`src/rtl/vga_timing_gen_module.sv`:
```
// vga_timing_gen_module: parametrised VGA sync/timing generator.
// A clock-enable divider produces one pixel tick every CLK_DIV clocks. Horizontal
// and vertical counters step on that tick through sync, back porch, active and
// front porch. All outputs are registered from the current counter values, so
// each output reflects the counters one CLK after they change.
// Optional build macro: VGA_FRAME_COUNT_EN adds a 16-bit wrapping frame counter
// output (Frame_Cnt_Sig).
module vga_timing_gen_module #(
  parameter int H_SYNC    = 96,
  parameter int H_BACK    = 48,
  parameter int H_ACTIVE  = 640,
  parameter int H_FRONT   = 16,
  parameter int V_SYNC    = 2,
  parameter int V_BACK    = 33,
  parameter int V_ACTIVE  = 480,
  parameter int V_FRONT   = 10,
  parameter int CLK_DIV   = 4,
  parameter int SYNC_POL  = 0,
  parameter int LOOKAHEAD = 0,
  parameter int ADDR_W    = 11
) (
  input  logic              CLK,
  input  logic              RST,
  output logic              HSYNC_Sig,
  output logic              VSYNC_Sig,
  output logic [ADDR_W-1:0] Column_Addr_Sig,
  output logic [ADDR_W-1:0] Row_Addr_Sig,
  output logic              Ready_Sig,
  output logic              Pix_En_Sig,
  output logic              Line_Start_Sig,
  output logic              Frame_Start_Sig
`ifdef VGA_FRAME_COUNT_EN
  ,
  output logic [15:0]       Frame_Cnt_Sig
`endif
);

  localparam int H_TOTAL   = H_SYNC + H_BACK + H_ACTIVE + H_FRONT;
  localparam int V_TOTAL   = V_SYNC + V_BACK + V_ACTIVE + V_FRONT;
  localparam int H_VIS_BEG = H_SYNC + H_BACK;
  localparam int H_VIS_END = H_VIS_BEG + H_ACTIVE;
  localparam int V_VIS_BEG = V_SYNC + V_BACK;
  localparam int V_VIS_END = V_VIS_BEG + V_ACTIVE;

  // The horizontal width also covers the look-ahead position, which can run
  // past H_TOTAL-1 without wrapping (look-ahead never crosses a line).
  localparam int HW = $clog2(H_TOTAL + LOOKAHEAD + 1);
  localparam int VW = $clog2(V_TOTAL + 1);
  localparam int DW = (CLK_DIV > 1) ? $clog2(CLK_DIV) : 1;

  localparam logic L_POL = (SYNC_POL != 0);

  logic [DW-1:0] r_div_cnt;
  logic [HW-1:0] r_h_cnt;
  logic [VW-1:0] r_v_cnt;

  logic          r_hsync;
  logic          r_vsync;
  logic [ADDR_W-1:0] r_col;
  logic [ADDR_W-1:0] r_row;
  logic          r_ready;
  logic          r_pix_en;
  logic          r_line_start;
  logic          r_frame_start;

  logic          w_tick;
  logic          w_h_last;
  logic          w_v_last;
  logic          w_line_wrap;
  logic          w_frame_wrap;
  logic [HW-1:0] w_hp;
  logic          w_h_vis;
  logic          w_v_vis;
  logic          w_ready;
  logic [HW-1:0] w_col_full;
  logic [VW-1:0] w_row_full;

  // Decode tick, wrap events and the look-ahead visible window from the counters.
  always_comb begin
    w_tick       = (r_div_cnt == DW'(CLK_DIV - 1));
    w_h_last     = (r_h_cnt == HW'(H_TOTAL - 1));
    w_v_last     = (r_v_cnt == VW'(V_TOTAL - 1));
    w_line_wrap  = w_tick && w_h_last;
    w_frame_wrap = w_line_wrap && w_v_last;
    w_hp         = r_h_cnt + HW'(LOOKAHEAD);
    w_h_vis      = (w_hp >= HW'(H_VIS_BEG)) && (w_hp < HW'(H_VIS_END));
    w_v_vis      = (r_v_cnt >= VW'(V_VIS_BEG)) && (r_v_cnt < VW'(V_VIS_END));
    w_ready      = w_h_vis && w_v_vis;
    w_col_full   = w_hp - HW'(H_VIS_BEG);
    w_row_full   = r_v_cnt - VW'(V_VIS_BEG);
  end

  // Pixel-clock-enable divider and horizontal/vertical position counters.
  always_ff @(posedge CLK) begin
    if (RST) begin
      r_div_cnt <= '0;
      r_h_cnt   <= '0;
      r_v_cnt   <= '0;
    end else begin
      r_div_cnt <= w_tick ? '0 : r_div_cnt + 1'b1;
      if (w_tick) begin
        r_h_cnt <= w_h_last ? '0 : r_h_cnt + 1'b1;
        if (w_h_last) begin
          r_v_cnt <= w_v_last ? '0 : r_v_cnt + 1'b1;
        end
      end
    end
  end

  // Registered outputs; the start strobes rise on the edge where the counters wrap.
  always_ff @(posedge CLK) begin
    if (RST) begin
      r_hsync       <= ~L_POL;
      r_vsync       <= ~L_POL;
      r_col         <= '0;
      r_row         <= '0;
      r_ready       <= 1'b0;
      r_pix_en      <= 1'b0;
      r_line_start  <= 1'b0;
      r_frame_start <= 1'b0;
    end else begin
      r_hsync       <= (r_h_cnt < HW'(H_SYNC)) ? L_POL : ~L_POL;
      r_vsync       <= (r_v_cnt < VW'(V_SYNC)) ? L_POL : ~L_POL;
      r_col         <= w_ready ? ADDR_W'(w_col_full) : '0;
      r_row         <= w_ready ? ADDR_W'(w_row_full) : '0;
      r_ready       <= w_ready;
      r_pix_en      <= w_tick;
      r_line_start  <= w_line_wrap;
      r_frame_start <= w_frame_wrap;
    end
  end

  assign HSYNC_Sig       = r_hsync;
  assign VSYNC_Sig       = r_vsync;
  assign Column_Addr_Sig = r_col;
  assign Row_Addr_Sig    = r_row;
  assign Ready_Sig       = r_ready;
  assign Pix_En_Sig      = r_pix_en;
  assign Line_Start_Sig  = r_line_start;
  assign Frame_Start_Sig = r_frame_start;

`ifdef VGA_FRAME_COUNT_EN
  logic [15:0] r_frame_cnt;

  // Frame counter steps on the same edge that raises Frame_Start_Sig; wraps naturally.
  always_ff @(posedge CLK) begin
    if (RST) begin
      r_frame_cnt <= '0;
    end else if (w_frame_wrap) begin
      r_frame_cnt <= r_frame_cnt + 16'd1;
    end
  end

  assign Frame_Cnt_Sig = r_frame_cnt;
`endif

endmodule
```
`config.mk`:
```
export PLATFORM = sky130hd
export DESIGN_NAME = vga_timing_gen_module
export DESIGN_NICKNAME = d
export VERILOG_FILES = /design/src/rtl/vga_timing_gen_module.sv
export SDC_FILE = /design/constraint.sdc
export NUM_CORES = 1
export LEC_CHECK = 0
export BUFFER_PORTS_ARGS = -buffer_cell sky130_fd_sc_hd__buf_2
export CORE_MARGIN = 3
export CORE_UTILIZATION = 50
export CTS_CLUSTER_DIAMETER = 40
export CTS_CLUSTER_SIZE = 40
export DETAILED_ROUTE_END_ITERATION = 8
export PLACE_DENSITY = 0.82
export SLEW_MARGIN = 20
export SYNTH_ARGS = -nofsm -noshare
export SYNTH_HDL_FRONTEND = slang
export SYNTH_SLANG_ARGS = --single-unit
```
`constraint.sdc`:
```
create_clock -name CLK -period 3.5 [get_ports CLK]
set_input_delay 0.875 -clock CLK [delete_from_list [all_inputs] [get_ports CLK]]
set_output_delay 0.875 -clock CLK [all_outputs]
set_load 0.1 [all_outputs]
```
# After elaboration in Yosys (flattened, before gate mapping)
# Index checks and enable logic that the tools add are counted.
# totals
reg_bits,50
latch_bits,0
mem_bits_rw,0
mem_bits_ro,0
input_bits,2
out_inout_bits,28
wordCells,40
mem_count,0
# op_classes
add_sub_neg,5
mul,0
div_mod_pow,0
order_cmp,6
n_eq_ne,3
shifts,0
n_mux,4
n_bitwise,1
n_reduce_logical,8
# ops
cell,n
"10-bit by 1-bit adder with 10-bit output, second input constant",2
"10-bit equality test, second input constant",2
"10-bit less-than comparator, second input constant",2
10-bit two-way mux,2
"10-bit by 6-bit greater-or-equal comparator with 1-bit output, second input constant",1
"10-bit by 8-bit greater-or-equal comparator with 1-bit output, second input constant",1
"10-bit by 2-bit less-than comparator with 1-bit output, second input constant",1
"10-bit by 7-bit less-than comparator with 1-bit output, second input constant",1
"10-bit by 6-bit subtractor with 10-bit output, second input constant",1
"10-bit by 8-bit subtractor with 10-bit output, second input constant",1
1-bit logical AND,5
2-bit OR reduction,2
"2-bit by 1-bit adder with 2-bit output, second input constant",1
"2-bit equality test, second input constant",1
1-bit two-way mux,2
2-bit AND reduction,1
1-bit inverter,1

# Longest topological paths before layout
# Gate-level depths: netlist of run 1.
# depth
ltp_word,5
depth_mapped,7
mapped_depth_nobuf,6

# Worst setup path before layout of run 1
# No wires, ideal clock.
# synth_path
kind,register to register
from,register r_v_cnt[5]
to,register r_vsync (netlist: VSYNC_Sig)
setup_time_ns,0.142
arrival_time_ns,1.870
setup_slack_ns,1.488
stages_incl_launch_ff,5
n_path_buf,1
cell_sequence,dfxtp_1 -> buf_6 -> or4_1 -> or4_1 -> or4_2
# synth_via
elab_chain_len,2
# synth_rtl
item,line_no,text
from (decl),55,logic [VW-1:0] r_v_cnt;
from (signal assigned),104,r_v_cnt <= w_v_last ? '0 : r_v_cnt + 1'b1;
10-bit by 2-bit less-than comparator with 1-bit output,123,r_vsync <= (r_v_cnt < VW'(V_SYNC)) ? L_POL : ~L_POL;
1-bit two-way mux,123,
to (signal assigned),114,r_vsync <= ~L_POL;
to (signal assigned),123,
to (decl),58,logic r_vsync;
# Every way passes these cells.
# A chain may end at the register's enable or synchronous reset.

# Final worst setup path of run 1
# layout_path
from,register r_v_cnt[0]
to,register r_col[8] (netlist: Column_Addr_Sig[8])
# layout_via
elab_chain_len,5
word_cells_on_any_way,6
cone_classes,order compare: 2; bitwise: 1; reduce/logical: 3
# layout_rtl
item,line_no,text
10-bit by 6-bit greater-or-equal comparator with 1-bit output / 10-bit less-than comparator (equally long branches),87,w_v_vis = (r_v_cnt >= VW'(V_VIS_BEG)) && (r_v_cnt < VW'(V_VIS_END));
1-bit logical AND *,87,
1-bit logical AND *,88,w_ready = w_h_vis && w_v_vis;
1-bit inverter (no line) *,-,
2-bit OR reduction (no line) *,-,
to (signal assigned),124,r_col <= w_ready ? ADDR_W'(w_col_full) : '0;
to (decl),59,logic [ADDR_W-1:0] r_col;
# Mark *: on every way between the ends. The rest lies on a longest branch, timed or not.

==> key figures, run 1 <==
Power and ir drop
  – Flop pwr share: approximately 54%
  – Cell area power density: a little over 400 nW/um^2
  – Sw power: about 210 uW
  – P_leak: around 0.00097 uW
  – P_int: 811 uW
  – Combinational share of power: about 4%
  – Power share of the clock group: a little over two fifths
  – Worst IR Drop VDD: 0.000171 V
  – Switching part of the total: roughly a fifth

Critical path
  – CP cell instances: ha_1, o41ai_1, nand2_1, o211ai_1, buf_4, nor4b_2
  – Startpoint types: flip-flop
  – CP Buf/Inv Count: 1
  – CP required: between 3 and 4 ns
  – Crit Path Max Fanout: 21
  – Setup CP Type: flip-flop to flip-flop
  – Slowest CP cell: o41ai_1
  – Crit path DAT: around 2.4 ns
  – Endpoint class of the critical path: flip-flop
  – Crit-path max cell delay: around 0.63 ns
  – Cell family contributing the most delay on the critical path: compound AO/OA/AOI/OAI gates

Synthesis
  – Yosys top cell by area: dfxtp_1
  – Synth top area cells: dfxtp_1 42%, nor3_2 7.0%, xnor2_1 6.5%
  – Sequential element share of the synthesized area: between 40% and 50%
  – Syn Inst Count: ~240
  – Post-synth EDFFs: 0
  – Most numerous cell in the Yosys netlist: dfxtp_1
  – Share of the synthesized area in the top cell type: 42.0%
  – Library cells used by synthesis: 47
  – Yosys warnings: 0
  – Async SR Flop Fraction: 0%
  – Syn_area_per_cell: 9.46 sq um
  – FF+latch count, synth: between 40 and 50
  – Main synth FF type: dfxtp_1
  – Synth Cell Area: about 2300 sq um
  – Commonest cells in the synthesized netlist: 48 x dfxtp_1, 17 x xnor2_1, 16 x nor3_2, 14 x nand2_1, 13 x nor3_1

Route
  – Vias per inst: around 5.7
  – Drt wl/cell: between 10 and 15 microns
  – DR DRC count: 0
  – Final wirelength: about 4300 microns
  – DR pass1 iterations: 4
  – 1st-iter DRT viols: roughly 80
  – Routed via count: around 1.7k
  – Final ANT Viol Nets: 0

Clocking
  – Later-pin clock latency in the skew report: 0.30 ns
  – Reg clk slew, reported paths: 0.09 ns
  – Clock Path Buffers: 2
  – # Post-CTS Setup Buffers: 0
  – TritonCTS clock tree: built
  – Resized cells post-CTS: 0
  – Clk root buf: clkbuf_8
  – Clk sinks: 48
  – Htree depth: 2
  – Post-CTS Hold Buffers: 0
  – Total CTS buffers: 5

Final layout
  – Fin nets: around 270
  – Proportion of layout cells with a drive suffix above 1: between 20 and 30%
  – Synth-to-Final Area Change: 8.91%
  – ANT cells: 0
  – Flip-flop and latch area: roughly 960 sq um
  – Fillers: 376
  – Final non-filler cell total: between 300 and 400
  – Core Util, Final: 59.4%
  – Area of the multi-input gates: 1170 sq um

Floorplan
  – Initial core utilization: 54.5%
  – Row count: 23
  – Die Wd: 73.7 microns
  – I/O pins: 30
  – Core region area: ~4200 sq um
  – Die Area: 5430 sq um
  – Die Ht: 73.7 microns

Timing
  – Slew Viols, Final: 0
  – Final setup skew: 0.00674 ns
  – Setup Viol. Count Final: 0
  – Slew HR: 51.7%
  – Period Utilization, post-route: around 65%
  – FMAX: around 440 MHz
  – Worst-Margin Slew: about 0.71 ns
  – RSZ-0062 raised after global routing: false
  – Crit path time final: 2.26 ns
  – Setup TNS: 0 ns
  – Final Hold Viols: 0

GRT
  – Initial antenna violation count: 0
  – Total track usage: around 17%
  – First-pass GRT wire length: slightly below 7000 microns
  – Overflow after GRT: 0
  – Vias in the first global route: 1,550
  – Largest net degree at the start of global routing: 23

Place
  – Cells after DPL: around 300
  – Routability cong.: around 0.86
  – Detailed placement HPWL: 2910 microns
  – Number of I/O port buffers: 27

Outcome
  – Outcome: finished, final reports clean

Run
  – Max Cap Viol: 0

Min path
  – HP Class: flip-flop to flip-flop
[cell families after synthesis]
family          after synthesis  synth area share (%)
simple gates                106                  30.6
flops                        48                  42.0
xor+xnor                     23                  8.80
buf+inv                      32                  7.21
other cells                   1                 0.164
compound gates               24                  6.89
fa+ha+maj                     8                  4.37
[metal layers]
| layer | global-route usage (%) | vias to the layer above | wire (microns) |
|---|---|---|---|
| met5 | 0 | - | 0 |
| met4 | 7.85 | 0 | 112 |
| met3 | 4.65 | 11 | 272 |
| met2 | 27.4 | 55 | 1990 |
| met1 | 20.2 | 817 | 1910 |
| li1 | - | 862 | - |
[placed cells by master (no fill, tap or decap), drive strengths merged, types with 2 or more instances in the layout]
master / instances
ha: 8
nand3: 11
o21ai: 2
xor2: 6
dfxtp: 48
nand4: 6
nor4: 7
a21oi: 12
conb: 2
nand2b: 3
nand2: 14
xnor2: 17
buf: 28
nor3b: 4
clkbuf: 7
or3: 5
nand4bb: 2
inv: 9
or4: 5
nor3: 30
or3b: 2
nor2: 11
[sequential cells by signal (all words and copies together) (netlist names)]
name             cells
Column_Addr_Sig     10
r_v_cnt             10
Row_Addr_Sig        10
VSYNC_Sig            1
r_h_cnt             10
Pix_En_Sig           1
Ready_Sig            1
Line_Start_Sig       1
HSYNC_Sig            1
Frame_Start_Sig      1
r_div_cnt            2
[through the flow]
stage	setup slack, ns	hold slack (ns)	cell area, sq um	power [uW]
after floorplan	1.49	0.404	2290	603
after global placement	1.36	0.411	2370	607
after detailed placement	1.29	0.421	2370	607
after CTS	1.26	0.433	2490	1030
after global routing	1.10	0.451	2490	1050
final	1.24	0.428	2490	1020
[worst paths after layout]
check | slack [ns] | from | end | cells after the start
setup / recovery | 1.24 | r_v_cnt[0] | Column_Addr_Sig[8] | 6
hold reg to reg | 0.43 | r_div_cnt[0] | r_div_cnt[0] | 1
setup reg to reg | 1.24 | r_v_cnt[0] | Column_Addr_Sig[8] | 6
hold / removal | 0.43 | r_div_cnt[0] | r_div_cnt[0] | 1
[final cells by class]
cell class	instances	area share, %
clock buffers	7	3.86
clock inverters	1	1.20
inverters	9	1.35
multi-input cells	163	46.8
flip-flops and latches	48	38.5
well taps	50	2.51
repair buffers	28	5.72
[power groups by stage]
stage,clock [uW],combinational (uW),sequential (uW)
finish,426,40.9,553
global route,457,43.9,554
CTS,440,41.1,553
detailed placement,0,41.0,566
global placement,0,40.5,566
floorplan,0,24.8,578
Power figures use the tool's default switching activity.
==> inputs of run 2 (changes only) <==
ABC_AREA = 1   (was default)
PLACE_DENSITY = 0.84   (was 0.82)
clock period = 2.07 ns   (was 3.5 ns; I/O delays follow)
==> run 2 against run 1 <==
Against the previous run: synthesized area increased by 1.7%; wire length increased by 7.6%; clock skew decreased by 0.00067 ns; global-route usage increased by 1.9 points; critical path type unchanged; highest routed layer unchanged.
==> key figures, run 2 <==
Clocking
  – Clock Path Buffers: 2 (unchanged)
  – Htree depth: 2 (unchanged)
  – Later-pin clock latency in the skew report: 0.31 ns (was 0.30 ns)
  – Resized cells post-CTS: 0 (unchanged)
  – Reg clk slew, reported paths: 0.09 ns (about the same)
  – Total CTS buffers: 5 (unchanged)
  – Post-CTS Hold Buffers: 0 (unchanged)
  – Clk root buf: clkbuf_8 (unchanged)
  – Clk sinks: 48 (unchanged)
  – # Post-CTS Setup Buffers: 0 (unchanged)
  – TritonCTS clock tree: built (unchanged)

Critical path
  – CP required: 2.30 ns (was 3.66 ns)
  – Setup CP Type: flip-flop to flip-flop (unchanged)
  – Startpoint types: flip-flop (unchanged)
  – Register-to-register setup slack: 0.27 ns (was 1.24 ns)
  – Crit path DAT: 2.04 ns (was 2.42 ns)
  – Endpoint class of the critical path: flip-flop (unchanged)
  – Crit Path Max Fanout: 21 (unchanged)

Final layout
  – Most frequent cells in the layout: 61 x nand2_1, 48 x dfxtp_1, 36 x inv_1, 28 x nor2_2 (was 48 x dfxtp_1, 27 x buf_2, 17 x xnor2_1, 16 x nor3_2, 14 x nand2_1)
  – Fin nets: 340 (was 265)
  – Proportion of layout cells with a drive suffix above 1: 26.9% (was 25.4%)
  – ANT cells: 0 (unchanged)
  – Synth-to-Final Area Change: 10.8% (was 8.91%)
  – Commonest non-fill, non-tap cell in the layout: nand2_1 (was dfxtp_1)

Route
  – Final ANT Viol Nets: 0 (unchanged)
  – Vias per inst: 4.98 (was 5.70)
  – Final wirelength: 4620 microns (was 4290 microns)
  – Routed via count: 1,908 (was 1,745)
  – Drt wl/cell: 12.0 microns (was 14.0 microns)
  – DR DRC count: 0 (unchanged)
  – 1st-iter DRT viols: 110 (was 82)
  – DR pass1 iterations: 4 (unchanged)

Power and ir drop
  – Cell area power density: 614 nW/um^2 (was 409 nW/um^2)
  – P_leak: 0.00126 uW (was 0.000969 uW)
  – Worst IR Drop VDD: 0.000355 V (was 0.000171 V)
  – Total power: 1580 uW (was 1020 uW)

GRT
  – Overflow after GRT: 0 (unchanged)
  – Total track usage: 18.6% (was 16.7%)
  – Initial antenna violation count: 0 (unchanged)
  – Vias in the first global route: 1,761 (was 1,550)
  – First-pass GRT wire length: 7790 microns (was 6940 microns)
  – Largest net degree at the start of global routing: 22 (was 23)

Synthesis
  – Main synth FF type: dfxtp_1 (unchanged)
  – Synth Cell Area: 2330 sq um (was 2290 sq um)
  – Syn_area_per_cell: 7.77 sq um (was 9.46 sq um)
  – Yosys warnings: 0 (unchanged)
  – Commonest cells in the synthesized netlist: 61 x nand2_1, 48 x dfxtp_1, 36 x inv_1, 28 x nor2_2, 27 x nor2_1 (was 48 x dfxtp_1, 17 x xnor2_1, 16 x nor3_2, 14 x nand2_1, 13 x nor3_1)
  – Sequential element share of the synthesized area: 41.2% (was 42.0%)
  – FF+latch count, synth: 48 (unchanged)
  – Most numerous cell in the Yosys netlist: nand2_1 (was dfxtp_1)
  – Synth top area cells: dfxtp_1 41%, nand2_1 9.8%, nor2_2 7.5% (was dfxtp_1 42%, nor3_2 7.0%, xnor2_1 6.5%)
  – Yosys top cell by area: dfxtp_1 (unchanged)
  – Library cells used by synthesis: 32 (was 47)
  – Async SR Flop Fraction: 0% (unchanged)
  – Share of the synthesized area in the top cell type: 41.2% (was 42.0%)
  – Syn Inst Count: 300 (was 242)
  – Post-synth EDFFs: 0 (unchanged)

Timing
  – Final Hold Viols: 0 (unchanged)
  – Setup TNS: 0 ns (unchanged)
  – Final setup skew: 0.00606 ns (was 0.00674 ns)
  – FMAX: 554 MHz (was 443 MHz)
  – RSZ-0062 raised after global routing: false (unchanged)
  – Period Utilization, post-route: 87.1% (was 64.5%)
  – Crit path time final: 1.80 ns (was 2.26 ns)
  – Slew Viols, Final: 0 (unchanged)
  – Hold slack final: 0.426 ns (was 0.428 ns)
  – Setup Viol. Count Final: 0 (unchanged)

Floorplan
  – Initial core utilization: 52.8% (was 54.5%)
  – Die Ht: 74.3 microns (was 73.7 microns)
  – I/O pins: 30 (unchanged)
  – Die Area: 5510 sq um (was 5430 sq um)
  – Row count: 24 (was 23)
  – Die Wd: 74.3 microns (was 73.7 microns)
  – Core region area: 4410 sq um (was 4200 sq um)

Place
  – Routability cong.: 0.876 (was 0.863)
  – Detailed placement HPWL: 3480 microns (was 2910 microns)
  – Number of I/O port buffers: 27 (unchanged)

Run
  – Max Cap Viol: 0 (unchanged)

Outcome
  – Outcome: finished, final reports clean (unchanged)

Min path
  – HP Class: flip-flop to flip-flop (unchanged)
[run 2: worst paths after layout]
path | depth (start not counted) | to | start
max | 7 | Column_Addr_Sig[1] | r_h_cnt[4]
min | 1 | r_div_cnt[0] | r_div_cnt[0]
max reg2reg | 7 | Column_Addr_Sig[1] | r_h_cnt[4]
min reg2reg | 1 | r_div_cnt[0] | r_div_cnt[0]
[run 2: final cells by class]
type	instances	area (sq um)
fill	403	1830
tap	52	65.1
clock inverter	3	23.8
clock buffer	5	68.8
inverter	42	158
multi-input combinational	205	1160
timing repair buffer	28	143
sequential	48	961
[run 2: per-layer routing]
layer,vias to the layer above,wire length [microns],share of wire [%],global-route usage (%)
met3,5,223,4.8,4.05
met4,0,74,1.6,7.91
met5,-,0,0,0
li1,993,-,-,-
met1,865,2010,44,22.6
met2,45,2310,50,31.7
[run 2: power breakdown]
group | total (uW) | switching [uW] | leakage [uW] | internal, uW
Combinational | 80.6 | 66.6 | 0.000828 | 14.0
Clock | 569 | 329 | 0.0000404 | 239
Sequential | 935 | 3.58 | 0.000388 | 932
Total | 1580 | 399 | 0.00126 | 1190
[run 2: metrics by stage]
stage	util, %	instances	setup slack (ns)	cell area [sq um]
after floorplan	-	301	0.644	2330
after global placement	56.4	375	0.329	2490
after detailed placement	56.4	375	0.277	2490
after CTS	58.5	383	0.250	2580
after global routing	58.5	383	0.141	2580
final	58.5	383	0.266	2580
[run 2: cell families (layout without fill, tap and decap cells)]
logic type / count (synthesis) / after routing / share of synthesized area [%]
simple gates: 167 / 167 / 36.8
flops: 48 / 48 / 41.2
buf+inv: 48 / 78 / 9.02
compound gates: 19 / 19 / 5.10
xor+xnor: 9 / 9 / 3.38
fa+ha+maj: 8 / 8 / 4.30
other cells: 1 / 2 / 0.161
[run 2: worst max-delay path, stage by stage, from the launching register on]
cell     delay [ns]
dfxtp_1        0.44
inv_1          0.13
ha_1           0.27
nand2_1        0.09
nand2_2        0.07
nand3_2        0.12
nand4_4        0.39
nor2_2         0.22
==> inputs of run 3 (changes only) <==
BUFFER_PORTS_ARGS = default   (was -buffer_cell sky130_fd_sc_hd__buf_2)
DONT_BUFFER_PORTS = 1   (was default)
PLACE_DENSITY = 0.79   (was 0.84)
SLEW_MARGIN = 10   (was 20)
==> run 3 against run 2 <==
Against the previous run: register-to-register slack improved by 0.096 ns; via count rose by 2.4%; setup slack improved by 0.096 ns; die area did not move; wire length rose by 2.2%; sequential cell count did not move; final cell count did not move; critical path depth rose by 1; largest power group unchanged.
==> key figures, run 3 (synthesis results as in run 2) <==
Critical path
  – Endpoint class of the critical path: flip-flop (unchanged)
  – Crit Path Max Fanout: 19 (was 21)
  – Setup CP Type: flip-flop to flip-flop (unchanged)
  – Startpoint types: flip-flop (unchanged)
  – Register-to-register setup slack: 0.36 ns (was 0.27 ns)
  – Reg2Reg Depth: 8 (was 7)
  – Crit path DAT: 1.96 ns (was 2.04 ns)
  – CP required: 2.32 ns (was 2.30 ns)

GRT
  – Initial antenna violation count: 0 (unchanged)
  – First-pass GRT wire length: 7890 microns (was 7790 microns)
  – Vias in the first global route: 1,829 (was 1,761)
  – Largest net degree at the start of global routing: 20 (was 22)
  – Overflow after GRT: 0 (unchanged)
  – Total track usage: 18.5% (was 18.6%)

Route
  – Final wirelength: 4720 microns (was 4620 microns)
  – Vias per inst: 5.10 (was 4.98)
  – DR DRC count: 0 (unchanged)
  – Final ANT Viol Nets: 0 (unchanged)
  – Routed via count: 1,953 (was 1,908)
  – 1st-iter DRT viols: 104 (was 110)
  – Drt wl/cell: 12.3 microns (was 12.0 microns)
  – DR pass1 iterations: 4 (unchanged)

Timing
  – Setup TNS: 0 ns (unchanged)
  – Period Utilization, post-route: 82.5% (was 87.1%)
  – Crit path time final: 1.71 ns (was 1.80 ns)
  – FMAX: 585 MHz (was 554 MHz)
  – RSZ-0062 raised after global routing: false (unchanged)
  – Setup Viol. Count Final: 0 (unchanged)
  – Final setup skew: 0.00821 ns (was 0.00606 ns)
  – Final Hold Viols: 0 (unchanged)
  – Hold slack final: 0.274 ns (was 0.426 ns)
  – Slew Viols, Final: 0 (unchanged)

Outcome
  – Outcome: finished, final reports clean (unchanged)

Final layout
  – Fillers: 382 (was 403)
  – Most frequent cells in the layout: 61 x nand2_1, 48 x dfxtp_1, 36 x inv_1, 28 x nor2_2, 28 x buf_4 (was 61 x nand2_1, 48 x dfxtp_1, 36 x inv_1, 28 x nor2_2)
  – Synth-to-Final Area Change: 14.5% (was 10.8%)
  – ANT cells: 0 (unchanged)
  – Flip-flop and latch area: 961 sq um (unchanged)
  – Core Util, Final: 60.4% (was 58.5%)
  – Area of the multi-input gates: 1160 sq um (unchanged)
  – Final non-filler cell total: 383 (unchanged)
  – Commonest non-fill, non-tap cell in the layout: nand2_1 (unchanged)
  – Proportion of layout cells with a drive suffix above 1: 26.9% (unchanged)
  – Post-route cell area: 2670 sq um (was 2580 sq um)
  – Fin nets: 340 (unchanged)

Run
  – Max Cap Viol: 0 (unchanged)

Place
  – Detailed placement HPWL: 3590 microns (was 3480 microns)
  – Number of I/O port buffers: 0 (was 27)
  – Cells after DPL: 375 (unchanged)
  – Area of placed instances: 2560 sq um (was 2490 sq um)
  – Routability cong.: 0.903 (was 0.876)

Clocking
  – Post-CTS Hold Buffers: 0 (unchanged)
  – TritonCTS clock tree: built (unchanged)
  – # Post-CTS Setup Buffers: 0 (unchanged)
  – Clock Path Buffers: 2 (unchanged)
  – Total CTS buffers: 5 (unchanged)
  – Resized cells post-CTS: 0 (unchanged)
  – Clk root buf: clkbuf_8 (unchanged)
  – Later-pin clock latency in the skew report: 0.31 ns (about the same)
  – Htree depth: 2 (unchanged)
  – Reg clk slew, reported paths: 0.09 ns (about the same)
  – Clk sinks: 48 (unchanged)

Floorplan
  – Row count: 24 (unchanged)
  – Die Wd: 74.3 microns (unchanged)
  – Initial core utilization: 52.8% (unchanged)
  – Die Ht: 74.3 microns (unchanged)
  – I/O pins: 30 (unchanged)
  – Die Area: 5510 sq um (unchanged)
  – Core region area: 4410 sq um (unchanged)

Power and ir drop
  – Worst IR Drop VDD: 0.000282 V (was 0.000355 V)
  – P_leak: 0.00127 uW (was 0.00126 uW)
  – Cell area power density: 632 nW/um^2 (was 614 nW/um^2)

Min path
  – HP Class: input pin to flip-flop (was flip-flop to flip-flop)
  – Worst hold path stage count: 1 (unchanged)
run 3: area by class of cell:
class / instances / share of cell area (%)
clock buffer: 5 / 2.58
clock inverter: 3 / 1.59
inverter: 42 / 5.91
multi-input combinational: 205 / 43.6
sequential: 48 / 36.0
tap: 52 / 2.44
timing repair buffer: 28 / 7.88
run 3: metrics by stage:
stage / power, uW / setup slack, ns
6_report: 1690 / 0.362
5_1_grt: 1750 / 0.232
4_1_cts: 1700 / 0.364
3_5_place_dp: 1040 / 0.373
3_3_place_gp: 1040 / 0.419
2_1_floorplan: 1030 / 0.644
run 3: worst paths after layout:
check | to | start
max | Row_Addr_Sig[0] | r_h_cnt[4]
min | r_v_cnt[8] | RST
max reg2reg | Row_Addr_Sig[0] | r_h_cnt[4]
min reg2reg | r_div_cnt[0] | r_div_cnt[0]
run 3: routing by layer:
| layer | global-route usage, % | up-vias | share of wire (%) |
|---|---|---|---|
| met1 | 22.3 | 876 | 45 |
| met3 | 4.46 | 16 | 6.5 |
| met5 | 0 | - | 0 |
| met2 | 30.0 | 68 | 45 |
| li1 | - | 993 | - |
| met4 | 10.7 | 0 | 3.3 |
run 3: critical path, stage by stage, from the launching register on:
cell and delay [ns]:
dfxtp_1 0.47, inv_1 0.14, ha_1 0.26, nand2_1 0.09
nand2_2 0.07, nand3_2 0.12, nand4_4 0.12, buf_4 0.26
nor2_2 0.11
run 3: power breakdown:
group          switching, uW  total, uW  internal (uW)
Clock                    314        672            357
Sequential              4.62        936            932
Combinational           63.9       79.0           15.1
Total                    383       1690           1300
